[config.mk]
export PLATFORM = sky130hd
export DESIGN_NAME = interrupt_sequencer_flat
export DESIGN_NICKNAME = d
export VERILOG_FILES = /design/src/rtl/interrupt_sequencer_pkg.sv /design/src/rtl/interrupt_sequencer_if.sv /design/src/rtl/interrupt_sequencer_nmi_edge_detect.sv /design/src/rtl/interrupt_sequencer.sv /design/src/flat_wrapper.sv
export SDC_FILE = /design/constraint.sdc
export NUM_CORES = 1
export LEC_CHECK = 0
export ABC_AREA = 1
export BUFFER_PORTS_ARGS = -buffer_cell sky130_fd_sc_hd__buf_4
export CORE_MARGIN = 8
export CORE_UTILIZATION = 42
export DETAILED_ROUTE_END_ITERATION = 10
export PLACE_DENSITY = 0.87
export SLEW_MARGIN = 40
export SYNTH_ARGS = -nofsm -noshare
export SYNTH_HDL_FRONTEND = slang
export SYNTH_HIERARCHICAL = 1
export SYNTH_SLANG_ARGS = --single-unit
[constraint.sdc]
create_clock -name clk -period 4 [get_ports clk]
set_input_delay 0.4 -clock clk [delete_from_list [all_inputs] [get_ports clk]]
set_output_delay 0.4 -clock clk [all_outputs]
set_load 0.005 [all_outputs]
[src/rtl/interrupt_sequencer_pkg.sv]
// Shared constants, state/source encodings and vector lookup for the interrupt sequencer.
package interrupt_sequencer_pkg;

    localparam int ADDR_WIDTH = 16;
    localparam int REG_WIDTH  = 8;

    localparam logic [ADDR_WIDTH-1:0] VEC_NMI    = 16'hFFFA;
    localparam logic [ADDR_WIDTH-1:0] VEC_RST    = 16'hFFFC;
    localparam logic [ADDR_WIDTH-1:0] VEC_IRQ    = 16'hFFFE;
    localparam logic [ADDR_WIDTH-1:0] STACK_BASE = 16'h0100;

    typedef enum logic [2:0] {
        RST_HOLD = 3'd0,
        IDLE     = 3'd1,
        PUSH_PCH = 3'd2,
        PUSH_PCL = 3'd3,
        PUSH_P   = 3'd4,
        VEC_LO   = 3'd5,
        VEC_HI   = 3'd6
    } seq_state_e;

    typedef enum logic [1:0] {
        SRC_RST = 2'd0,
        SRC_NMI = 2'd1,
        SRC_IRQ = 2'd2,
        SRC_BRK = 2'd3
    } src_e;

    // IRQ and BRK share one vector; BRK is told apart by the pushed B bit.
    function automatic logic [ADDR_WIDTH-1:0] vec_base(input src_e s);
        case (s)
            SRC_NMI: vec_base = VEC_NMI;
            SRC_RST: vec_base = VEC_RST;
            default: vec_base = VEC_IRQ;
        endcase
    endfunction

endpackage

[src/rtl/interrupt_sequencer_if.sv]
// Decoder, register-file and memory-port signals of the interrupt sequencer.
interface interrupt_sequencer_if;
    import interrupt_sequencer_pkg::*;

    logic                  nmi_n;
    logic                  irq_n;
    logic                  brk_req;
    logic                  instr_boundary;
    logic                  irq_disable;
    logic [ADDR_WIDTH-1:0] pc_in;
    logic [REG_WIDTH-1:0]  sp_in;
    logic [REG_WIDTH-1:0]  status_in;
    logic [REG_WIDTH-1:0]  data_in;

    logic                  busy;
    logic [ADDR_WIDTH-1:0] addr;
    logic [REG_WIDTH-1:0]  data_out;
    logic                  mem_we;
    logic [REG_WIDTH-1:0]  sp_out;
    logic                  sp_we;
    logic [ADDR_WIDTH-1:0] pc_out;
    logic                  pc_we;
    logic                  set_i;
    logic                  done;
    logic [1:0]            src;

    modport master (
        input  nmi_n, irq_n, brk_req, instr_boundary, irq_disable,
               pc_in, sp_in, status_in, data_in,
        output busy, addr, data_out, mem_we, sp_out, sp_we,
               pc_out, pc_we, set_i, done, src
    );

    modport slave (
        output nmi_n, irq_n, brk_req, instr_boundary, irq_disable,
               pc_in, sp_in, status_in, data_in,
        input  busy, addr, data_out, mem_we, sp_out, sp_we,
               pc_out, pc_we, set_i, done, src
    );

endinterface

[src/rtl/interrupt_sequencer_nmi_edge_detect.sv]
// NMI falling-edge detector with a pending latch that survives until the NMI vector is fetched.
module nmi_edge_detect (
    input  logic clk,
    input  logic reset,
    input  logic nmi_n,
    input  logic clear,
    output logic pending,
    output logic req
);

    logic nmi_q;
    logic fall;

    // Previous level starts low so a line held low through reset is not an edge.
    assign fall = nmi_q & ~nmi_n;
    assign req  = pending | fall;

    always_ff @(posedge clk or posedge reset) begin
        if (reset) begin
            nmi_q   <= 1'b0;
            pending <= 1'b0;
        end else begin
            nmi_q   <= nmi_n;
            pending <= fall | (pending & ~clear);
        end
    end

endmodule

[src/rtl/interrupt_sequencer.sv]
// 6502-style RST/NMI/IRQ/BRK sequencer: pushes PC and P, fetches the vector, loads PC.
// Optional INTSEQ_NMI_HIJACK_EN lets a pending NMI take over the vector fetch of IRQ/BRK.
module interrupt_sequencer
    import interrupt_sequencer_pkg::*;
(
    input  logic                  clk,
    input  logic                  reset,
    interrupt_sequencer_if.master bus
);

`ifdef INTSEQ_NMI_HIJACK_EN
    localparam bit HIJACK_EN = 1'b1;
`else
    localparam bit HIJACK_EN = 1'b0;
`endif

    seq_state_e           state, state_nxt;
    src_e                 src_q, src_nxt, vec_src;
    logic [REG_WIDTH-1:0] sp_q, sp_nxt, lo_q, lo_nxt;
    logic                 nmi_pending, nmi_req, nmi_clear, hijack;

    nmi_edge_detect u_nmi (
        .clk     (clk),
        .reset   (reset),
        .nmi_n   (bus.nmi_n),
        .clear   (nmi_clear),
        .pending (nmi_pending),
        .req     (nmi_req)
    );

    assign hijack  = HIJACK_EN && nmi_pending && (src_q == SRC_IRQ || src_q == SRC_BRK);
    assign bus.src = src_q;

    always_ff @(posedge clk or posedge reset) begin
        if (reset) begin
            state <= RST_HOLD;
            src_q <= SRC_RST;
            sp_q  <= '0;
            lo_q  <= '0;
        end else begin
            state <= state_nxt;
            src_q <= src_nxt;
            sp_q  <= sp_nxt;
            lo_q  <= lo_nxt;
        end
    end

    always_comb begin
        state_nxt      = state;
        src_nxt        = src_q;
        sp_nxt         = sp_q;
        lo_nxt         = lo_q;
        vec_src        = src_q;
        nmi_clear      = 1'b0;
        bus.busy       = 1'b1;
        bus.addr       = '0;
        bus.data_out   = '0;
        bus.mem_we     = 1'b0;
        bus.sp_out     = '0;
        bus.sp_we      = 1'b0;
        bus.pc_out     = '0;
        bus.pc_we      = 1'b0;
        bus.set_i      = 1'b0;
        bus.done       = 1'b0;

        case (state)
            RST_HOLD: begin
                state_nxt = PUSH_PCH;
                src_nxt   = SRC_RST;
                sp_nxt    = bus.sp_in;
            end
            IDLE: begin
                bus.busy = 1'b0;
                if (bus.instr_boundary) begin
                    if (nmi_req)           src_nxt = SRC_NMI;
                    else if (bus.brk_req)  src_nxt = SRC_BRK;
                    else                   src_nxt = SRC_IRQ;
                    if (nmi_req || bus.brk_req || (!bus.irq_n && !bus.irq_disable)) begin
                        state_nxt = PUSH_PCH;
                        sp_nxt    = bus.sp_in;
                    end else begin
                        src_nxt = src_q;
                    end
                end
            end
            PUSH_PCH, PUSH_PCL, PUSH_P: begin
                // Reset walks the stack pointer like a real push but never writes memory.
                bus.addr   = STACK_BASE | {{(ADDR_WIDTH-REG_WIDTH){1'b0}}, sp_q};
                bus.sp_out = sp_q - 1'b1;
                bus.sp_we  = 1'b1;
                bus.mem_we = (src_q != SRC_RST);
                sp_nxt     = sp_q - 1'b1;
                case (state)
                    PUSH_PCH: begin
                        bus.data_out = bus.pc_in[ADDR_WIDTH-1:REG_WIDTH];
                        state_nxt    = PUSH_PCL;
                    end
                    PUSH_PCL: begin
                        bus.data_out = bus.pc_in[REG_WIDTH-1:0];
                        state_nxt    = PUSH_P;
                    end
                    default: begin
                        bus.data_out = (bus.status_in & 8'hCF) | 8'h20 |
                                       ((src_q == SRC_BRK) ? 8'h10 : 8'h00);
                        state_nxt    = VEC_LO;
                    end
                endcase
            end
            VEC_LO: begin
                vec_src   = hijack ? SRC_NMI : src_q;
                bus.addr  = vec_base(vec_src);
                bus.set_i = 1'b1;
                lo_nxt    = bus.data_in;
                src_nxt   = vec_src;
                nmi_clear = (vec_src == SRC_NMI);
                state_nxt = VEC_HI;
            end
            VEC_HI: begin
                bus.addr   = vec_base(src_q) + 16'd1;
                bus.pc_out = {bus.data_in, lo_q};
                bus.pc_we  = 1'b1;
                bus.done   = 1'b1;
                state_nxt  = IDLE;
            end
            default: state_nxt = RST_HOLD;
        endcase
    end

endmodule

[src/flat_wrapper.sv]
// flat-port wrapper written by rule: the top's interface ports become plain ports
module interrupt_sequencer_flat import interrupt_sequencer_pkg::*;
  (clk, reset, bus_nmi_n, bus_irq_n, bus_brk_req, bus_instr_boundary, bus_irq_disable, bus_pc_in, bus_sp_in, bus_status_in, bus_data_in, bus_busy, bus_addr, bus_data_out, bus_mem_we, bus_sp_out, bus_sp_we, bus_pc_out, bus_pc_we, bus_set_i, bus_done, bus_src);
  interrupt_sequencer_if bus_i ();
  input  logic clk;
  input  logic reset;
  input wire logic [$bits(bus_i.nmi_n)-1:0] bus_nmi_n;
  input wire logic [$bits(bus_i.irq_n)-1:0] bus_irq_n;
  input wire logic [$bits(bus_i.brk_req)-1:0] bus_brk_req;
  input wire logic [$bits(bus_i.instr_boundary)-1:0] bus_instr_boundary;
  input wire logic [$bits(bus_i.irq_disable)-1:0] bus_irq_disable;
  input wire logic [$bits(bus_i.pc_in)-1:0] bus_pc_in;
  input wire logic [$bits(bus_i.sp_in)-1:0] bus_sp_in;
  input wire logic [$bits(bus_i.status_in)-1:0] bus_status_in;
  input wire logic [$bits(bus_i.data_in)-1:0] bus_data_in;
  output wire logic [$bits(bus_i.busy)-1:0] bus_busy;
  output wire logic [$bits(bus_i.addr)-1:0] bus_addr;
  output wire logic [$bits(bus_i.data_out)-1:0] bus_data_out;
  output wire logic [$bits(bus_i.mem_we)-1:0] bus_mem_we;
  output wire logic [$bits(bus_i.sp_out)-1:0] bus_sp_out;
  output wire logic [$bits(bus_i.sp_we)-1:0] bus_sp_we;
  output wire logic [$bits(bus_i.pc_out)-1:0] bus_pc_out;
  output wire logic [$bits(bus_i.pc_we)-1:0] bus_pc_we;
  output wire logic [$bits(bus_i.set_i)-1:0] bus_set_i;
  output wire logic [$bits(bus_i.done)-1:0] bus_done;
  output wire logic [$bits(bus_i.src)-1:0] bus_src;
  assign bus_i.nmi_n = bus_nmi_n;
  assign bus_i.irq_n = bus_irq_n;
  assign bus_i.brk_req = bus_brk_req;
  assign bus_i.instr_boundary = bus_instr_boundary;
  assign bus_i.irq_disable = bus_irq_disable;
  assign bus_i.pc_in = bus_pc_in;
  assign bus_i.sp_in = bus_sp_in;
  assign bus_i.status_in = bus_status_in;
  assign bus_i.data_in = bus_data_in;
  assign bus_busy = bus_i.busy;
  assign bus_addr = bus_i.addr;
  assign bus_data_out = bus_i.data_out;
  assign bus_mem_we = bus_i.mem_we;
  assign bus_sp_out = bus_i.sp_out;
  assign bus_sp_we = bus_i.sp_we;
  assign bus_pc_out = bus_i.pc_out;
  assign bus_pc_we = bus_i.pc_we;
  assign bus_set_i = bus_i.set_i;
  assign bus_done = bus_i.done;
  assign bus_src = bus_i.src;
  interrupt_sequencer u_core (.clk(clk), .reset(reset), .bus(bus_i));
endmodule
==> results of run 1 <==
## kinds of logic (layout without fill, tap and decap cells)
kind of cell / Yosys count / count (layout)
flops: 23 / 23
buf+inv: 74 / 164
xor+xnor: 1 / 1
fa+ha+maj: 1 / 1
simple gates: 155 / 155
compound gates: 32 / 32
## placed cells by master, fill, tap and decap left out
cell and n:
o21ai_1 1, nand3_1 21, xor2_1 1, nand3_4 1, clkinv_2 1, dlygate4sd3_1 1, nand2_2 1, o21ai_0 20
nor2_1 39, o22ai_1 1, o21ai_2 4, nand2_4 1, a22oi_1 1, inv_1 54, nand3_2 1, dfrtp_1 23
nor2_2 4, nor3_1 1, clkbuf_8 3, o211ai_1 1, nand4_1 1, a21oi_1 4, nand2_1 85, buf_4 100
ha_1 1, inv_2 5
## cell usage after synthesis, types with 4 or more instances
library cell and instances:
nand2_1 85, inv_1 55, nor2_1 39, dfrtp_1 23
nand3_1 21, o21ai_0 20, buf_4 9, a21oi_1 4
buf_2 4, inv_2 4, nor2_2 4, o21ai_2 4
## power by group
group	internal [mW]	switching (mW)	total (mW)
clock network	0.0696	0.0767	0.146
registers	0.343	0.0995	0.443
logic	0.599	0.748	1.35
## final cells by class
type / instances / area (um2) / area share, %
clock buffer: 3 / 41.3 / 1.64
sequential: 23 / 576 / 22.8
timing repair buffer: 101 / 761 / 30.2
inverter: 59 / 221 / 8.78
clock inverter: 1 / 5.00 / 0.199
tap: 50 / 62.6 / 2.48
multi-input combinational: 189 / 855 / 33.9
## what timing repair did
| action | CTS | global route |
|---|---|---|
| hold endpoints to repair | 2 | 0 |
| hold buffers | 1 | 0 |
| resized for setup | 0 | 0 |
| buffers inserted | 0 | 0 |
## metal layers
metal	up-vias	GRT usage [%]	share of wire (%)	routed length, um
met2	73	30.1	49	2730
met3	6	4.24	9.3	520
met1	923	20.0	41	2260
met4	0	5.09	1.1	63
met5	-	0	0	0
li1	1034	-	-	-
## critical path, cell delays in order (launching register included)
cell     delay (ns)
dfrtp_1        0.53
nand3_1        0.55
nand2_1        0.50
inv_1          0.22
o22ai_1        0.20
buf_4          0.13
## registers in the layout, summed over array words and instances (netlist names)
signal                flops
u_core/u_nmi/nmi_q        1
u_core/sp_q               8
u_core/u_nmi/pending      1
u_core/bus.src            2
u_core/state              3
u_core/lo_q               8
## stage by stage
step	setup WS, ns	hold slack [ns]	cells	total power [mW]
finish	1.19	0.246	426	1.94
detailed placement	1.50	0.271	421	1.80
global route	0.925	0.231	426	2.15
floorplan	2.30	0.141	286	1.26
global placement	1.55	0.268	421	1.76
CTS	1.20	0.244	426	1.96
## path summary, 6_finish.rpt
check                                          startpoint                              to  slack (ns)
hold / removal                                  bus_nmi_n    u_core/u_nmi/nmi_q$_DFF_PP0_        0.25
setup / recovery              u_core/state[2]$_DFFE_PP0P_                     bus_addr[1]        1.19
hold reg to reg            u_core/u_nmi/pending$_DFF_PP0_  u_core/u_nmi/pending$_DFF_PP0_        0.48
max in group asynchronous                           reset   u_core/bus.src[1]$_DFFE_PP0P_        2.97
setup reg to reg              u_core/state[2]$_DFFE_PP0P_      u_core/sp_q[5]$_DFFE_PP0P_        2.25
min in group asynchronous                           reset    u_core/u_nmi/nmi_q$_DFF_PP0_        0.54
==> results_dict.tcl, run 1 <==
set metrics [dict create \
    dp_hpwl_um 4440 \
    synthTopCellsByArea "dfrtp_1 33%, nand2_1 18%, inv_1 12%, nor2_1 8.3%, nand3_1 6.0%" \
    antennaDiodeCount 0 \
    stdcell_area_um2 2520 \
    finalWeightedCongestion 0.856 \
    syn_avg_cell_area_um2 6.13 \
    cp-end-kind "primary output" \
    synth_fp_nets 334 \
    whs_path_depth 1 \
    critical_path_class "flop to primary output" \
    fp.dieH_um 80.6 \
    vias 2036 \
    grt_first_pass_wirelength_um 8990 \
    yosysSeqAreaShare_pct 32.8 \
    slew_headroom_pct 53.6 \
    hold_class "input port to flop" \
    final_util_pct 63.0 \
    synth_area_um2 1750 \
    cp-start-kind "flop" \
    ant_nets 0 \
    max_freq_mhz 356 \
    async_flop_share_pct 100 \
    synth_top_area_cell "dfrtp_1" \
    antenna_found_initial 0 \
    drv_cap 0 \
    ios 103 \
    finalHoldViolCount 0 \
    start_util_pct 43.9 \
    finalWirelength_um 5570 \
    cts.path.max_buffers 2 \
    die_area_um2 6500 \
    worstMarginPinSlew_ns 0.694 \
    drt_iter0_drc 109 \
    root_buffer "clkbuf_8" \
    ys_ff_latch 23 \
    worstPathRequired_ns 3.60 \
    cts-buffers-inserted 3 \
    synth_top_family_by_area "simple AND/OR/NAND/NOR gates" \
    core_area_um2 4000 \
    cts.sink_count 23 \
    synth_top_area_share_pct 32.8 \
    first_pass_iters 4 \
    rows 23 \
    r2r_cells 7 \
    gr-total-overflow 0 \
    fp.dieW_um 80.6 \
    arrival_ns 2.41 \
    p_leak_nw 1.57 \
    min_period_ns 2.81 \
    finalSetupTns_ns 0 \
    rsz0062_at_grt "no" \
    muxShareOfSynthArea_pct 0 \
    drcViolationCount 0 \
    synth_simple_gate_area_share_pct 37.2 \
    io_buffer_count 100 \
    run_status "finished clean" \
    grt.total_usage_pct 17.2 \
    layout-drive-gt1-share_pct 32.2 \
    via_per_inst 4.78 \
    grt_max_degree 22 \
    placed_area_um2 2460 \
    power_density_nw_per_um2 768 \
    clkTransAtPathRegs_ns 0.08 \
    finalCritPeriodShare_pct 70.2 \
    setup-violations-final 0 \
    grt_pass1_vias 1950 \
    yosysWarnings 6 \
    synth-edff-count 0 \
    fin_nets 425 \
    synthXorXnorAreaFrac_pct 0.499 \
    fillers 389 \
    synth-adder-area-share_pct 0.713 \
    cts_max_level 1 \
    wl_per_cell_um 13.1 \
    fin_skew_ns 0.00266 \
    synth_ff_type "dfrtp_1" \
    ir_drop_mv 0.446 \
    clk_latency_ns 0.26 \
    synth_compound_area_share_pct 10.3 \
    cp_max_fo 19 \
    drv_slew 0 \
    cts_tree "done" \
    syn2layout_area_growth_pct 43.7 \
    ys_types 26 \
    netlist_instances 286 \
]
Power figures use the tool's default switching activity.
==> run 2: changes to the inputs <==
==> constraint.sdc (replaced) <==
create_clock -name clk -period 2.8 [get_ports clk]
set_input_delay 0.28 -clock clk [delete_from_list [all_inputs] [get_ports clk]]
set_output_delay 0.28 -clock clk [all_outputs]
set_load 0.005 [all_outputs]
==> results_dict.tcl, run 2 (synthesized netlist as in run 1, its figures left out) <==
set metrics [dict create \
    cts-buffers-inserted 3 \
    io_buffer_count 100 \
    hold_class "input port to flop" \
    cp-start-kind "flop" \
    slew_headroom_pct 63.9 \
    run_status "finished clean" \
    finalSetupTns_ns 0 \
    fp.dieW_um 80.6 \
    regArea_um2 576 \
    worstMarginPinSlew_ns 0.540 \
    ios 103 \
    start_util_pct 43.9 \
    fin_nets 427 \
    antenna_found_initial 0 \
    regToRegEndpoint "u_core/sp_q[5]$_DFFE_PP0P_" \
    die_area_um2 6500 \
    startpoint "u_core/state[2]$_DFFE_PP0P_" \
    cp-end-kind "primary output" \
    endpoint "bus_addr[5]" \
    gr-total-overflow 0 \
    root_buffer "clkbuf_8" \
    grt_max_degree 22 \
    ant_nets 0 \
    whs_path_depth 1 \
    dp_hpwl_um 4460 \
    antennaDiodeCount 0 \
    hold_buffers 1 \
    setup-violations-final 0 \
    fillers 357 \
    post_cts_resized 0 \
    post-cts-setup-buffers 0 \
    layout-drive-gt1-share_pct 32.3 \
    wl_per_cell_um 12.9 \
    grt.total_usage_pct 16.9 \
    min_period_ns 2.21 \
    hold_ws_ns 0.135 \
    p_leak_nw 1.57 \
    fp.dieH_um 80.6 \
    drcViolationCount 0 \
    cts_max_level 1 \
    finalPower_mw 2.76 \
    max_freq_mhz 453 \
    core_area_um2 4000 \
    worstPathRequired_ns 2.52 \
    clkTransAtPathRegs_ns 0.08 \
    rows 23 \
    finalCritPeriodShare_pct 78.8 \
    cts.path.max_buffers 2 \
    critical_path_class "flop to primary output" \
    finalWeightedCongestion 0.877 \
    rr_startpoint "u_core/state[2]$_DFFE_PP0P_" \
    finalWirelength_um 5540 \
    cts_tree "done" \
    rsz0062_at_grt "no" \
    clk_latency_ns 0.26 \
    layout_commonest_cell "buf_4" \
    grt_pass1_vias 1997 \
    r2r_cells 7 \
    drv_cap 0 \
    vias 2063 \
    fin_skew_ns 0.00581 \
    finalHoldViolCount 0 \
    multi_input_comb_area_um2 855 \
    ir_drop_mv 0.744 \
    final_cell_mix "102 x buf_4, 85 x nand2_1, 54 x inv_1" \
    drt_iter0_drc 75 \
    via_per_inst 4.82 \
    first_pass_iters 5 \
    arrival_ns 1.93 \
    largestRegisters "u_core/lo_q x8, u_core/sp_q x8, u_core/state x3" \
    syn2layout_area_growth_pct 44.5 \
    power_density_nw_per_um2 1090 \
    drv_slew 0 \
    cp_max_fo 19 \
    grt_first_pass_wirelength_um 8940 \
    r2r_slack_ns 1.04 \
    cts.sink_count 23 \
]
## run 2: worst max-delay path: stages (launching register included)
cell	delay (ns)
dfrtp_1	0.49
nand3_1	0.13
buf_4	0.23
nand2_1	0.24
inv_1	0.27
o21ai_0	0.15
buf_4	0.16
## run 2: per-stage QoR
step                      instance area (um2)  utilization [%]  worst slack, ns  std cells
final                                    2530             63.4            0.594        428
after global routing                     2530             63.4            0.394        428
after CTS                                2530             63.4            0.581        428
after detailed placement                 2480             62.0            0.878        423
after global placement                   2480             62.0            0.928        423
after floorplan                          1750                -             1.22        286
## run 2: worst min-delay path by stage
stage	start	endpoint	slack [ns]
after floorplan	reset	u_core/u_nmi/nmi_q$_DFF_PP0_	0.02
after global placement	reset	u_core/u_nmi/nmi_q$_DFF_PP0_	0.15
after detailed placement	reset	u_core/u_nmi/pending$_DFF_PP0_	0.15
after CTS	bus_nmi_n	u_core/u_nmi/nmi_q$_DFF_PP0_	0.13
after global routing	bus_nmi_n	u_core/u_nmi/nmi_q$_DFF_PP0_	0.12
final	bus_nmi_n	u_core/u_nmi/nmi_q$_DFF_PP0_	0.13
## run 2: cell type report
class                           count  area share, %
Timing Repair Buffer              103           30.6
Clock buffer                        4           1.78
Tap cell                           50           2.47
Sequential cell                    23           22.7
Multi-Input combinational cell    189           33.7
Inverter                           59           8.74
## run 2: power breakdown
group	leakage [nW]	total, mW	internal [mW]	switching, mW
sequential	0.276	0.631	0.490	0.141
combinational	1.28	1.92	0.863	1.06
clock	0.0228	0.206	0.101	0.104
total	1.57	2.76	1.45	1.31
## run 2: routing by layer
metal  vias up  share of wire (%)  global-route usage (%)
met2        77                 50                    30.4
met3         8                 10                    3.68
met1       941                 38                    19.0
met5         -                  0                       0
met4         0                1.4                    5.64
li1       1037                  -                       -
